===== src/rtl/chr_gen_osd_scan.sv =====
// chr_gen_osd_scan: NTSC raster timing plus OSD character-window scan generator at 4xfsc.
// Rev 1.0 - initial release.
`default_nettype none

module chr_gen_osd_scan #(
  parameter int C_H_TOTAL  = 910,
  parameter int C_V_TOTAL  = 262,
  parameter int C_HSYNC_W  = 67,
  parameter int C_HBLK_W   = 150,
  parameter int C_BURST_ST = 76,
  parameter int C_BURST_W  = 36,
  parameter int C_VSYNC_L  = 3,
  parameter int C_VBLK_L   = 20,
  parameter int C_WIN_COLS = 32,
  parameter int C_WIN_ROWS = 24
) (
  input  logic        NFSC_CK_i,
  input  logic        XSYS_R_i,
  input  logic [11:0] BUS_H_DLYs_i,
  input  logic [10:0] BUS_V_DLYs_i,
  input  logic [2:0]  BUS_H_MAGs_i,
  input  logic [2:0]  BUS_V_MAGs_i,
  input  logic [7:0]  BUS_H_SCROLLs_i,
  input  logic [7:0]  BUS_V_SCROLLs_i,
  input  logic        BUS_OSD_OFF_i,
  output logic        XSYNC_o,
  output logic        BLANK_o,
  output logic        BURST_o,
  output logic        WIN_o,
  output logic        VRAM_RE_o,
  output logic [9:0]  VRAM_RAs_o,
  output logic [2:0]  FONT_ROWs_o,
  output logic [2:0]  FONT_COLs_o,
  output logic        FRAME_o
);

  localparam int c_hw      = (C_H_TOTAL > 1) ? $clog2(C_H_TOTAL) : 1;
  localparam int c_vw      = (C_V_TOTAL > 1) ? $clog2(C_V_TOTAL) : 1;
  localparam int c_cols_px = C_WIN_COLS * 8;
  localparam int c_rows_px = C_WIN_ROWS * 8;

  typedef logic [c_hw-1:0] h_t;
  typedef logic [c_vw-1:0] v_t;

  h_t          r_h;
  v_t          r_v;
  logic [11:0] r_hdly;
  logic [10:0] r_vdly;
  logic [2:0]  r_hmag;
  logic [2:0]  r_vmag;
  logic [7:0]  r_hscr;
  logic [7:0]  r_vscr;
  logic [7:0]  r_x;
  logic [2:0]  r_hsub;
  logic [7:0]  r_y;
  logic [2:0]  r_vsub;

  logic [13:0] w_h;
  logic [13:0] w_v;
  logic [13:0] w_hs;
  logic [13:0] w_he;
  logic [13:0] w_vs;
  logic [13:0] w_ve;
  logic        w_h_in;
  logic        w_v_in;
  logic        w_hstart;
  logic        w_vstart;
  logic        w_hlast;
  logic        w_vlast;
  logic [7:0]  w_x;
  logic [2:0]  w_hsub;
  logic [7:0]  w_y;
  logic [2:0]  w_vsub;
  logic [7:0]  w_sx;
  logic [7:0]  w_sy;
  logic        w_win;
  logic        w_re;
  logic        w_vsync_line;
  logic        w_sync;
  logic        w_blank;
  logic        w_burst;

  assign w_h = 14'(r_h);
  assign w_v = 14'(r_v);

  // Window bounds use 14-bit arithmetic so large delay/magnification never wraps.
  assign w_hs = 14'(C_HBLK_W) + 14'(r_hdly);
  assign w_he = w_hs + 14'(c_cols_px) * (14'(r_hmag) + 14'd1);
  assign w_vs = 14'(C_VBLK_L) + 14'(r_vdly);
  assign w_ve = w_vs + 14'(c_rows_px) * (14'(r_vmag) + 14'd1);

  assign w_h_in   = (w_h >= w_hs) && (w_h < w_he);
  assign w_v_in   = (w_v >= w_vs) && (w_v < w_ve);
  assign w_hstart = (w_h == w_hs);
  assign w_vstart = (w_v == w_vs);
  assign w_hlast  = (r_h == h_t'(C_H_TOTAL - 1));
  assign w_vlast  = (r_v == v_t'(C_V_TOTAL - 1));

  // Pixel state registers hold the position of the *current* clock; the start
  // of a window line/field overrides them with zero.
  assign w_x    = w_hstart ? 8'd0 : r_x;
  assign w_hsub = w_hstart ? 3'd0 : r_hsub;
  assign w_y    = w_vstart ? 8'd0 : r_y;
  assign w_vsub = w_vstart ? 3'd0 : r_vsub;

  assign w_sx = w_x + r_hscr;
  assign w_sy = w_y + r_vscr;

  assign w_win = w_h_in && w_v_in && !BUS_OSD_OFF_i;
  assign w_re  = w_win && (((w_sx[2:0] == 3'd0) && (w_hsub == 3'd0)) || w_hstart);

  assign w_vsync_line = (w_v < 14'(C_VSYNC_L));
  assign w_sync  = w_vsync_line ? (w_h < 14'(C_H_TOTAL - C_HSYNC_W))
                                : (w_h < 14'(C_HSYNC_W));
  assign w_blank = (w_h < 14'(C_HBLK_W)) || (w_v < 14'(C_VBLK_L));
  assign w_burst = (w_h >= 14'(C_BURST_ST)) && (w_h < 14'(C_BURST_ST + C_BURST_W))
                   && !w_vsync_line;

  always_ff @(posedge NFSC_CK_i) begin
    if (!XSYS_R_i) begin
      r_h    <= '0;
      r_v    <= '0;
      r_hdly <= '0;
      r_vdly <= '0;
      r_hmag <= '0;
      r_vmag <= '0;
      r_hscr <= '0;
      r_vscr <= '0;
      r_x    <= '0;
      r_hsub <= '0;
      r_y    <= '0;
      r_vsub <= '0;
    end else begin
      if (w_hlast) begin
        r_h <= '0;
        r_v <= w_vlast ? '0 : r_v + v_t'(1);
      end else begin
        r_h <= r_h + h_t'(1);
      end

      // Geometry only changes on field boundaries to avoid tearing.
      if ((r_h == '0) && (r_v == '0)) begin
        r_hdly <= BUS_H_DLYs_i;
        r_vdly <= BUS_V_DLYs_i;
        r_hmag <= BUS_H_MAGs_i;
        r_vmag <= BUS_V_MAGs_i;
        r_hscr <= BUS_H_SCROLLs_i;
        r_vscr <= BUS_V_SCROLLs_i;
      end

      if (w_h_in) begin
        if (w_hsub == r_hmag) begin
          r_hsub <= '0;
          r_x    <= w_x + 8'd1;
        end else begin
          r_hsub <= w_hsub + 3'd1;
          r_x    <= w_x;
        end
      end

      if (w_hlast && w_v_in) begin
        if (w_vsub == r_vmag) begin
          r_vsub <= '0;
          r_y    <= w_y + 8'd1;
        end else begin
          r_vsub <= w_vsub + 3'd1;
          r_y    <= w_y;
        end
      end
    end
  end

  always_ff @(posedge NFSC_CK_i) begin
    if (!XSYS_R_i) begin
      XSYNC_o     <= 1'b1;
      BLANK_o     <= 1'b1;
      BURST_o     <= 1'b0;
      WIN_o       <= 1'b0;
      VRAM_RE_o   <= 1'b0;
      VRAM_RAs_o  <= '0;
      FONT_ROWs_o <= '0;
      FONT_COLs_o <= '0;
      FRAME_o     <= 1'b0;
    end else begin
      XSYNC_o     <= !w_sync;
      BLANK_o     <= w_blank;
      BURST_o     <= w_burst;
      WIN_o       <= w_win;
      VRAM_RE_o   <= w_re;
      VRAM_RAs_o  <= w_win ? {w_sy[7:3], w_sx[7:3]} : 10'd0;
      FONT_ROWs_o <= w_win ? w_sy[2:0] : 3'd0;
      FONT_COLs_o <= w_win ? w_sx[2:0] : 3'd0;
      FRAME_o     <= (r_h == '0) && (r_v == '0);
    end
  end

endmodule

`default_nettype wire

===== config.mk =====
export PLATFORM = sky130hd
export DESIGN_NAME = chr_gen_osd_scan
export DESIGN_NICKNAME = d
export VERILOG_FILES = /design/src/rtl/chr_gen_osd_scan.sv
export SDC_FILE = /design/constraint.sdc
export NUM_CORES = 1
export LEC_CHECK = 0
export BUFFER_PORTS_ARGS = -buffer_cell sky130_fd_sc_hd__buf_2
export CORE_AREA = 2 2 108 110
export CTS_BUF_LIST = sky130_fd_sc_hd__clkbuf_8
export CTS_CLUSTER_SIZE = 25
export DETAILED_ROUTE_END_ITERATION = 10
export DIE_AREA = 0 0 110 112
export PLACE_DENSITY = 0.82
export SYNTH_ARGS = -nofsm -noshare
export SYNTH_HDL_FRONTEND = slang
export SYNTH_SLANG_ARGS = --single-unit

===== constraint.sdc =====
create_clock -name NFSC_CK_i -period 10.25 [get_ports NFSC_CK_i]
set_input_delay 2.05 -clock NFSC_CK_i [delete_from_list [all_inputs] [get_ports NFSC_CK_i]]
set_output_delay 2.05 -clock NFSC_CK_i [all_outputs]
set_load 0.01 [all_outputs]

==> results.py, run 1 <==
metrics = {
    "clock_network": {
        "clockRootBuffer": "clkbuf_8",
        "cts_buffer_depth": 2,
        "htreeDepth": 3,
        "cts_tree": "done",
        "cts_hold_buf": 0,
        "cts_setup_buffers": 0,
        "clock-sinks": 108,
        "clock_latency_ns": 0.39,
        "post_cts_resized": 0,
        "clk_pin_slew_ns": 0.09,
        "cts-buffers-inserted": 9,
    },
    "final_layout": {
        "fin_nets": 995,
        "fill_cells": 975,
        "area.growth.synth_to_final_pct": 9.78,
        "seq_area_um2": 2160,
        "drive_above_1_share": 0.111,
        "multi_input_area_um2": 4090,
        "antenna_cells": 0,
    },
    "die": {
        "die_height_um": 112,
        "dieArea_um2": 12300,
        "io-pin-count": 70,
        "coreArea_um2": 11200,
        "die_x_um": 110,
        "rows": 39,
        "start_util": 0.584,
    },
    "logic_synthesis": {
        "async_flop_share": 0,
        "synth_area_leader_cell": "dfxtp_1",
        "ys_types": 54,
        "syn-instance-count": 819,
        "synth_common_cells": "157 x nand2_1, 108 x dfxtp_1, 89 x a21oi_1, 67 x ha_1, 56 x nor2_1",
        "yosysTopAreaCellShare": 0.331,
        "ys_seq_area_frac": 0.331,
        "syn-mean-instance-area_um2": 7.97,
        "netlist_area_um2": 6530,
        "synth_nets": 939,
        "ys_ff_latch": 108,
        "yosysWarnings": 0,
        "synth-edff-count": 0,
        "yosysMostFrequentCell": "nand2_1",
        "yosys-top-cells-area": "dfxtp_1 33%, ha_1 13%, nand2_1 9.0%",
        "ys.flop_type": "dfxtp_1",
    },
    "worst_setup_path": {
        "crit_buf_inv": 3,
        "crit_fanout": 21,
        "reg2reg_to": "VRAM_RAs_o[4]$_SDFF_PN0_",
        "rrSetupSlack_ns": 5.42,
        "arrival_ns": 5.09,
        "critPathTopFamily": "simple AND/OR/NAND/NOR gates",
        "start_kind": "register",
        "critPathLaunch": "r_hdly[1]$_SDFFE_PN0P_",
        "r2r_start": "r_hdly[1]$_SDFFE_PN0P_",
        "rr_worst_depth": 21,
        "path_depth": 21,
        "criticalPathCategory": "reg -> reg",
        "crit_chain": "inv_1 > ha_1 > nand2b_1 > a21oi_1 > nand2_1 > xnor2_1 > inv_1 > ha_1 > nand2_1 > or4_1 > nand3b_1 > nand2_1 > inv_1 > ha_1 > a21o_1 > a21o_1 > a21o_1 > a21oi_1 > o21ai_0 > xnor2_1 > nor2_1",
        "cp_slowest_cell": "nand3b_1",
        "crit_path_end_kind": "register",
        "worst_path_largest_cell_delay_ns": 0.59,
        "required_ns": 10.51,
        "cp-endpoint": "VRAM_RAs_o[4]$_SDFF_PN0_",
    },
    "pwr": {
        "p_comb_frac": 0.197,
        "total_power_w": 0.000890,
        "peakVddDrop_v": 0.0000999,
        "switching_share": 0.294,
        "clkPwrFrac": 0.291,
        "power_density_nw_per_um2": 124,
        "p_leak_nw": 3.30,
        "seqPwrFrac": 0.512,
        "p_sw_w": 0.000262,
        "p_int_w": 0.000628,
    },
    "timing": {
        "rsz0062_at_grt": "no",
        "setup_tns_ns": 0,
        "holdWs_ns": 0.458,
        "fmax_ghz": 0.207,
        "worst_slew_pin_slew_ns": 1.15,
        "setup_viol": 0,
        "max-slew-margin-rel": 0.231,
        "fin_worst_skew_ns": 0.0122,
        "hold_viol": 0,
        "post-route-period-util": 0.472,
        "slew_viol_final": 0,
        "period_needed_ns": 4.83,
    },
    "flow_run": {
        "maxCapViolCount": 0,
    },
    "global_route": {
        "overflow": 0,
        "grt_max_degree": 70,
        "antenna_found_initial": 0,
        "gr-usage-all-layers": 0.244,
        "grt_pass1_wl_mm": 24.1,
        "grt_pass1_vias": 5281,
    },
    "detailed_routing": {
        "wl_per_cell_um": 13.7,
        "drtAntennaViolNets": 0,
        "drt_iter0_markers": 248,
        "viasPerCell": 5.47,
        "num_vias": 5598,
        "wl_mm": 14.1,
        "drcViolationCount": 0,
        "firstDrtPassIters": 4,
    },
    "hold_path": {
        "min_path_cells": 2,
        "hold_start": "r_vdly[1]$_SDFFE_PN0P_",
        "hold_path.class": "reg -> reg",
    },
    "status": {
        "status": "finished, final reports clean",
    },
    "place": {
        "portBuffers": 69,
        "hpwl_mm": 10.2,
        "place_congestion": 0.869,
    },
}
==> registers in the layout (all words and copies together), names as in the netlist, 8 cells and up <==
register and count:
r_h 10, r_x 8, r_v 9, r_vdly 11, r_hscr 8, r_vscr 8, r_hdly 12, VRAM_RAs_o 10
r_y 8
==> worst min-delay path by stage <==
| stage | end | slack (ns) |
|---|---|---|
| 3_5_place_dp | r_vdly[1]$_SDFFE_PN0P_ | 0.45 |
| 2_1_floorplan | r_vdly[1]$_SDFFE_PN0P_ | 0.43 |
| 5_1_grt | r_vdly[0]$_SDFFE_PN0P_ | 0.49 |
| 3_3_place_gp | r_vdly[1]$_SDFFE_PN0P_ | 0.44 |
| 4_1_cts | r_vdly[1]$_SDFFE_PN0P_ | 0.46 |
| 6_report | r_vdly[1]$_SDFFE_PN0P_ | 0.46 |
==> cell type report <==
| class | instances | area share |
|---|---|---|
| multi-input combinational | 640 | 0.571 |
| sequential | 108 | 0.302 |
| timing repair buffer | 72 | 0.0513 |
| clock buffer | 14 | 0.0269 |
| tap | 143 | 0.0250 |
| inverter | 44 | 0.0230 |
| clock inverter | 2 | 0.00105 |
==> power groups by stage <==
stage                     logic [W]  registers, W  clock network, W
after CTS                  0.000175      0.000456          0.000266
after global placement     0.000169      0.000465                 0
after floorplan            0.000130      0.000460                 0
final                      0.000175      0.000456          0.000259
after detailed placement   0.000173      0.000465                 0
after global routing       0.000202      0.000459          0.000281
==> stage by stage <==
| step | cells | utilization | cell area (µm²) | setup WS, ns |
|---|---|---|---|---|
| after floorplan | 819 | - | 6530 | 6.08 |
| after global placement | 1007 | 0.623 | 6970 | 5.58 |
| after detailed placement | 1007 | 0.623 | 6970 | 5.44 |
| after CTS | 1023 | 0.641 | 7170 | 5.41 |
| after global routing | 1023 | 0.641 | 7170 | 4.99 |
| final | 1023 | 0.641 | 7170 | 5.42 |
==> per-layer routing <==
layer  vias to the layer above  global-route usage  share of wire
met5                         -                   0              0
met4                         0              0.0700          0.016
met2                        97               0.394           0.46
met1                      2564               0.322           0.48
li1                       2918                   -              -
met3                        19              0.0574          0.046
==> worst register-to-register path: cells and delay by family (launching register included) <==
kind / cells / cell delay, ns
AOI/OAI and AO/OA: 6 / 1.05
xor gates and xnor gates: 2 / 0.35
adders and majority gates: 3 / 0.81
buffers and inverters: 3 / 0.28
DFF: 1 / 0.40
and+or+nand+nor: 7 / 1.84
==> cells by family (layout without fill, tap and decap cells) <==
group | Yosys count | after routing | share of synthesized area
AOI/OAI and AO/OA | 168 | 168 | 0.153
adders and majority gates | 72 | 72 | 0.144
muxes | 3 | 3 | 0.00460
buffers and inverters | 71 | 132 | 0.0433
DFF | 108 | 108 | 0.331
and+or+nand+nor | 339 | 339 | 0.247
xor gates and xnor gates | 58 | 58 | 0.0778
==> layout by cell type (no fill, tap or decap), types with 8 or more instances in the layout <==
| cell type | n |
|---|---|
| and3_1 | 8 |
| clkbuf_8 | 14 |
| inv_1 | 45 |
| nor3_1 | 15 |
| xor2_1 | 36 |
| nand2_1 | 157 |
| xnor2_1 | 22 |
| nand4_1 | 12 |
| ha_1 | 67 |
| buf_2 | 69 |
| or3_1 | 10 |
| nor2_1 | 56 |
| dfxtp_1 | 108 |
| a21oi_1 | 89 |
| a21o_1 | 19 |
| nor2b_1 | 12 |
| and2_1 | 19 |
| o21ai_0 | 26 |
| nand3_1 | 20 |
Note: power is estimated with default switching activity, not from simulation.
==> inputs of run 2 (changes only) <==
ABC_AREA = 1   (was default)
CORE_AREA = 2 2 115 117   (was 2 2 108 110)
DIE_AREA = 0 0 117 119   (was 0 0 110 112)
PLACE_DENSITY = 0.8   (was 0.82)
clock period = 4 ns   (was 10.25 ns; I/O delays follow)
==> results.py, run 2 <==
metrics = {
    "status": {
        "status": "finished, final reports clean",
    },
    "clock_network": {
        "clock_latency_ns": 0.40,
        "clockRootBuffer": "clkbuf_8",
        "cts_hold_buf": 0,
        "cts-buffers-inserted": 9,
        "cts_tree": "done",
        "clock-sinks": 108,
        "cts_buffer_depth": 2,
        "clk_pin_slew_ns": 0.10,
        "htreeDepth": 3,
    },
    "detailed_routing": {
        "wl_mm": 15.2,
        "num_vias": 6308,
        "drcViolationCount": 0,
        "firstDrtPassIters": 5,
        "drt_iter0_markers": 385,
        "wl_met3_um": 530,
        "wl_per_cell_um": 12.4,
        "drt-met1-wl_mm": 6.98,
        "drtAntennaViolNets": 0,
        "dr_wl_met2_mm": 7.28,
        "viasPerCell": 5.13,
        "routed.top_layer": "met4",
    },
    "timing": {
        "period_needed_ns": 3.74,
        "slew_viol_final": 0,
        "fin_worst_skew_ns": 0.0137,
        "hold_viol": 0,
        "setup_viol": 0,
        "setup_tns_ns": 0,
        "holdWs_ns": 0.480,
        "setup_ws_ns": 0.260,
        "max-slew-margin-rel": 0.245,
        "worst_slew_pin_slew_ns": 1.13,
        "fmax_ghz": 0.267,
        "post-route-period-util": 0.935,
    },
    "worst_setup_path": {
        "criticalPathCategory": "reg -> reg",
        "arrival_ns": 4.06,
        "crit_fanout": 17,
        "crit_path_end_kind": "register",
        "critPathLaunch": "r_vmag[0]$_SDFFE_PN0P_",
        "required_ns": 4.32,
        "r2r_start": "r_vmag[0]$_SDFFE_PN0P_",
        "start_kind": "register",
    },
    "final_layout": {
        "final_common_cell": "nor2_1",
        "antenna_cells": 0,
        "fin_util": 0.605,
        "drive_above_1_share": 0.144,
        "largest-register": "r_hdly",
        "fill_cells": 1199,
        "largest_reg_flops": 12,
        "area.growth.synth_to_final_pct": 11.8,
        "top_regs": "r_hdly: 12 flops, r_vdly: 11 flops",
        "fin_nets": 1168,
        "final_cell_area_um2": 7790,
        "layout.cells.most_common_list": "167 x nor2_1, 152 x nand2_1, 146 x inv_1, 106 x dfxtp_1, 69 x buf_2",
    },
    "pwr": {
        "p_int_w": 0.00169,
        "peakVddDrop_v": 0.000256,
        "power_density_nw_per_um2": 322,
        "p_comb_frac": 0.252,
        "switching_share": 0.328,
        "p_sw_w": 0.000822,
        "seqPwrFrac": 0.472,
        "p_leak_nw": 3.74,
        "clkPwrFrac": 0.277,
    },
    "logic_synthesis": {
        "synthAdderAreaFrac": 0.135,
        "ys_seq_area_frac": 0.310,
        "yosys-top-cells-area": "dfxtp_1 31%, ha_1 12%, nor2_1 9.2%",
        "async_flop_share": 0,
        "synth_area_leader_cell": "dfxtp_1",
        "synth_compound_area_frac": 0.111,
        "yosysTopAreaCellShare": 0.310,
        "synthMuxAreaShare": 0,
        "synth_nets": 1097,
        "synth_xor_area_frac": 0.0454,
        "ys_ff_latch": 108,
        "yosysWarnings": 0,
        "netlist_area_um2": 6970,
        "synth-simple-area-share": 0.302,
        "yosysMostFrequentCell": "nor2_1",
        "syn-mean-instance-area_um2": 7.13,
        "syn-instance-count": 977,
        "synth_common_cells": "171 x nor2_1, 152 x nand2_1, 145 x inv_1, 108 x dfxtp_1, 67 x ha_1",
        "ys_types": 50,
        "synth_top_family_by_area": "simple AND/OR/NAND/NOR gates",
        "ys.flop_type": "dfxtp_1",
        "synth-edff-count": 0,
    },
    "global_route": {
        "grt_max_degree": 71,
        "grt_pass1_wl_mm": 26.2,
        "grt_pass1_vias": 6076,
        "overflow": 0,
        "gr-usage-all-layers": 0.233,
        "antenna_found_initial": 0,
    },
    "die": {
        "rows": 42,
        "dieArea_um2": 13900,
        "io-pin-count": 70,
        "coreArea_um2": 12900,
        "start_util": 0.541,
        "die_x_um": 117,
        "die_height_um": 119,
    },
    "place": {
        "portBuffers": 69,
        "placed_area_um2": 7470,
        "dp_slack_ns": 0.183,
        "place_congestion": 0.958,
        "hpwl_mm": 11.4,
    },
    "flow_run": {
        "maxCapViolCount": 0,
    },
    "hold_path": {
        "hold_path.class": "reg -> reg",
        "hold_start": "r_vdly[1]$_SDFFE_PN0P_",
    },
}
run 2: repair_timing:
item                                    CTS  global route
endpoints found under the setup margin    0            10
resized for setup                         0            15
buffers inserted                          0             8
run 2: final cells by class:
cell class | count | area (µm²) | area share
clock buffer | 10 | 138 | 0.0177
clock inverter | 6 | 62.6 | 0.00803
inverter | 152 | 571 | 0.0732
multi-input combinational | 696 | 4200 | 0.539
sequential | 108 | 2160 | 0.278
tap | 176 | 220 | 0.0283
timing repair buffer | 81 | 435 | 0.0559
run 2: metal layers:
layer | up-vias | GRT usage
li1 | 3292 | -
met1 | 2864 | 0.284
met2 | 118 | 0.403
met3 | 34 | 0.0539
met4 | 0 | 0.0706
met5 | - | 0
run 2: critical path: stages, from the launching register on:
cell and delay (ns):
dfxtp_1 0.51, inv_1 0.15, ha_1 0.36, inv_1 0.11, fa_1 0.43, ha_1 0.31
xor2_1 0.17, ha_1 0.29, a21oi_1 0.14, o21a_1 0.12, nor2_1 0.04, nor2_1 0.25
nand2_1 0.15, nor3_2 0.14, nand2_2 0.24, nor3b_1 0.24
run 2: kinds of logic after synthesis:
group,after synthesis
flops,108
buf+inv,173
xor+xnor,34
simple gates,462
compound gates,128
fa+ha+maj,72
run 2: power groups by stage:
stage	combinational [W]	sequential [W]	clock, W
detailed placement	0.000622	0.00121	0
floorplan	0.000476	0.00120	0
CTS	0.000626	0.00118	0.000706
global route	0.000725	0.00119	0.000747
global placement	0.000605	0.00121	0
finish	0.000632	0.00118	0.000694
run 2: final timing paths:
path,endpoint,slack (ns),depth (start not counted)
worst max-delay path,VRAM_RAs_o[1]$_SDFF_PN0_,0.26,15
worst min-delay path,r_vdly[1]$_SDFFE_PN0P_,0.48,2
worst max register to register,VRAM_RAs_o[1]$_SDFF_PN0_,0.26,15
worst min register to register,r_vdly[1]$_SDFFE_PN0P_,0.48,2
run 2: metrics by stage:
stage	cells	power, W
global route	1229	0.00267
floorplan	977	0.00167
CTS	1221	0.00251
finish	1229	0.00251
detailed placement	1205	0.00183
global placement	1205	0.00181
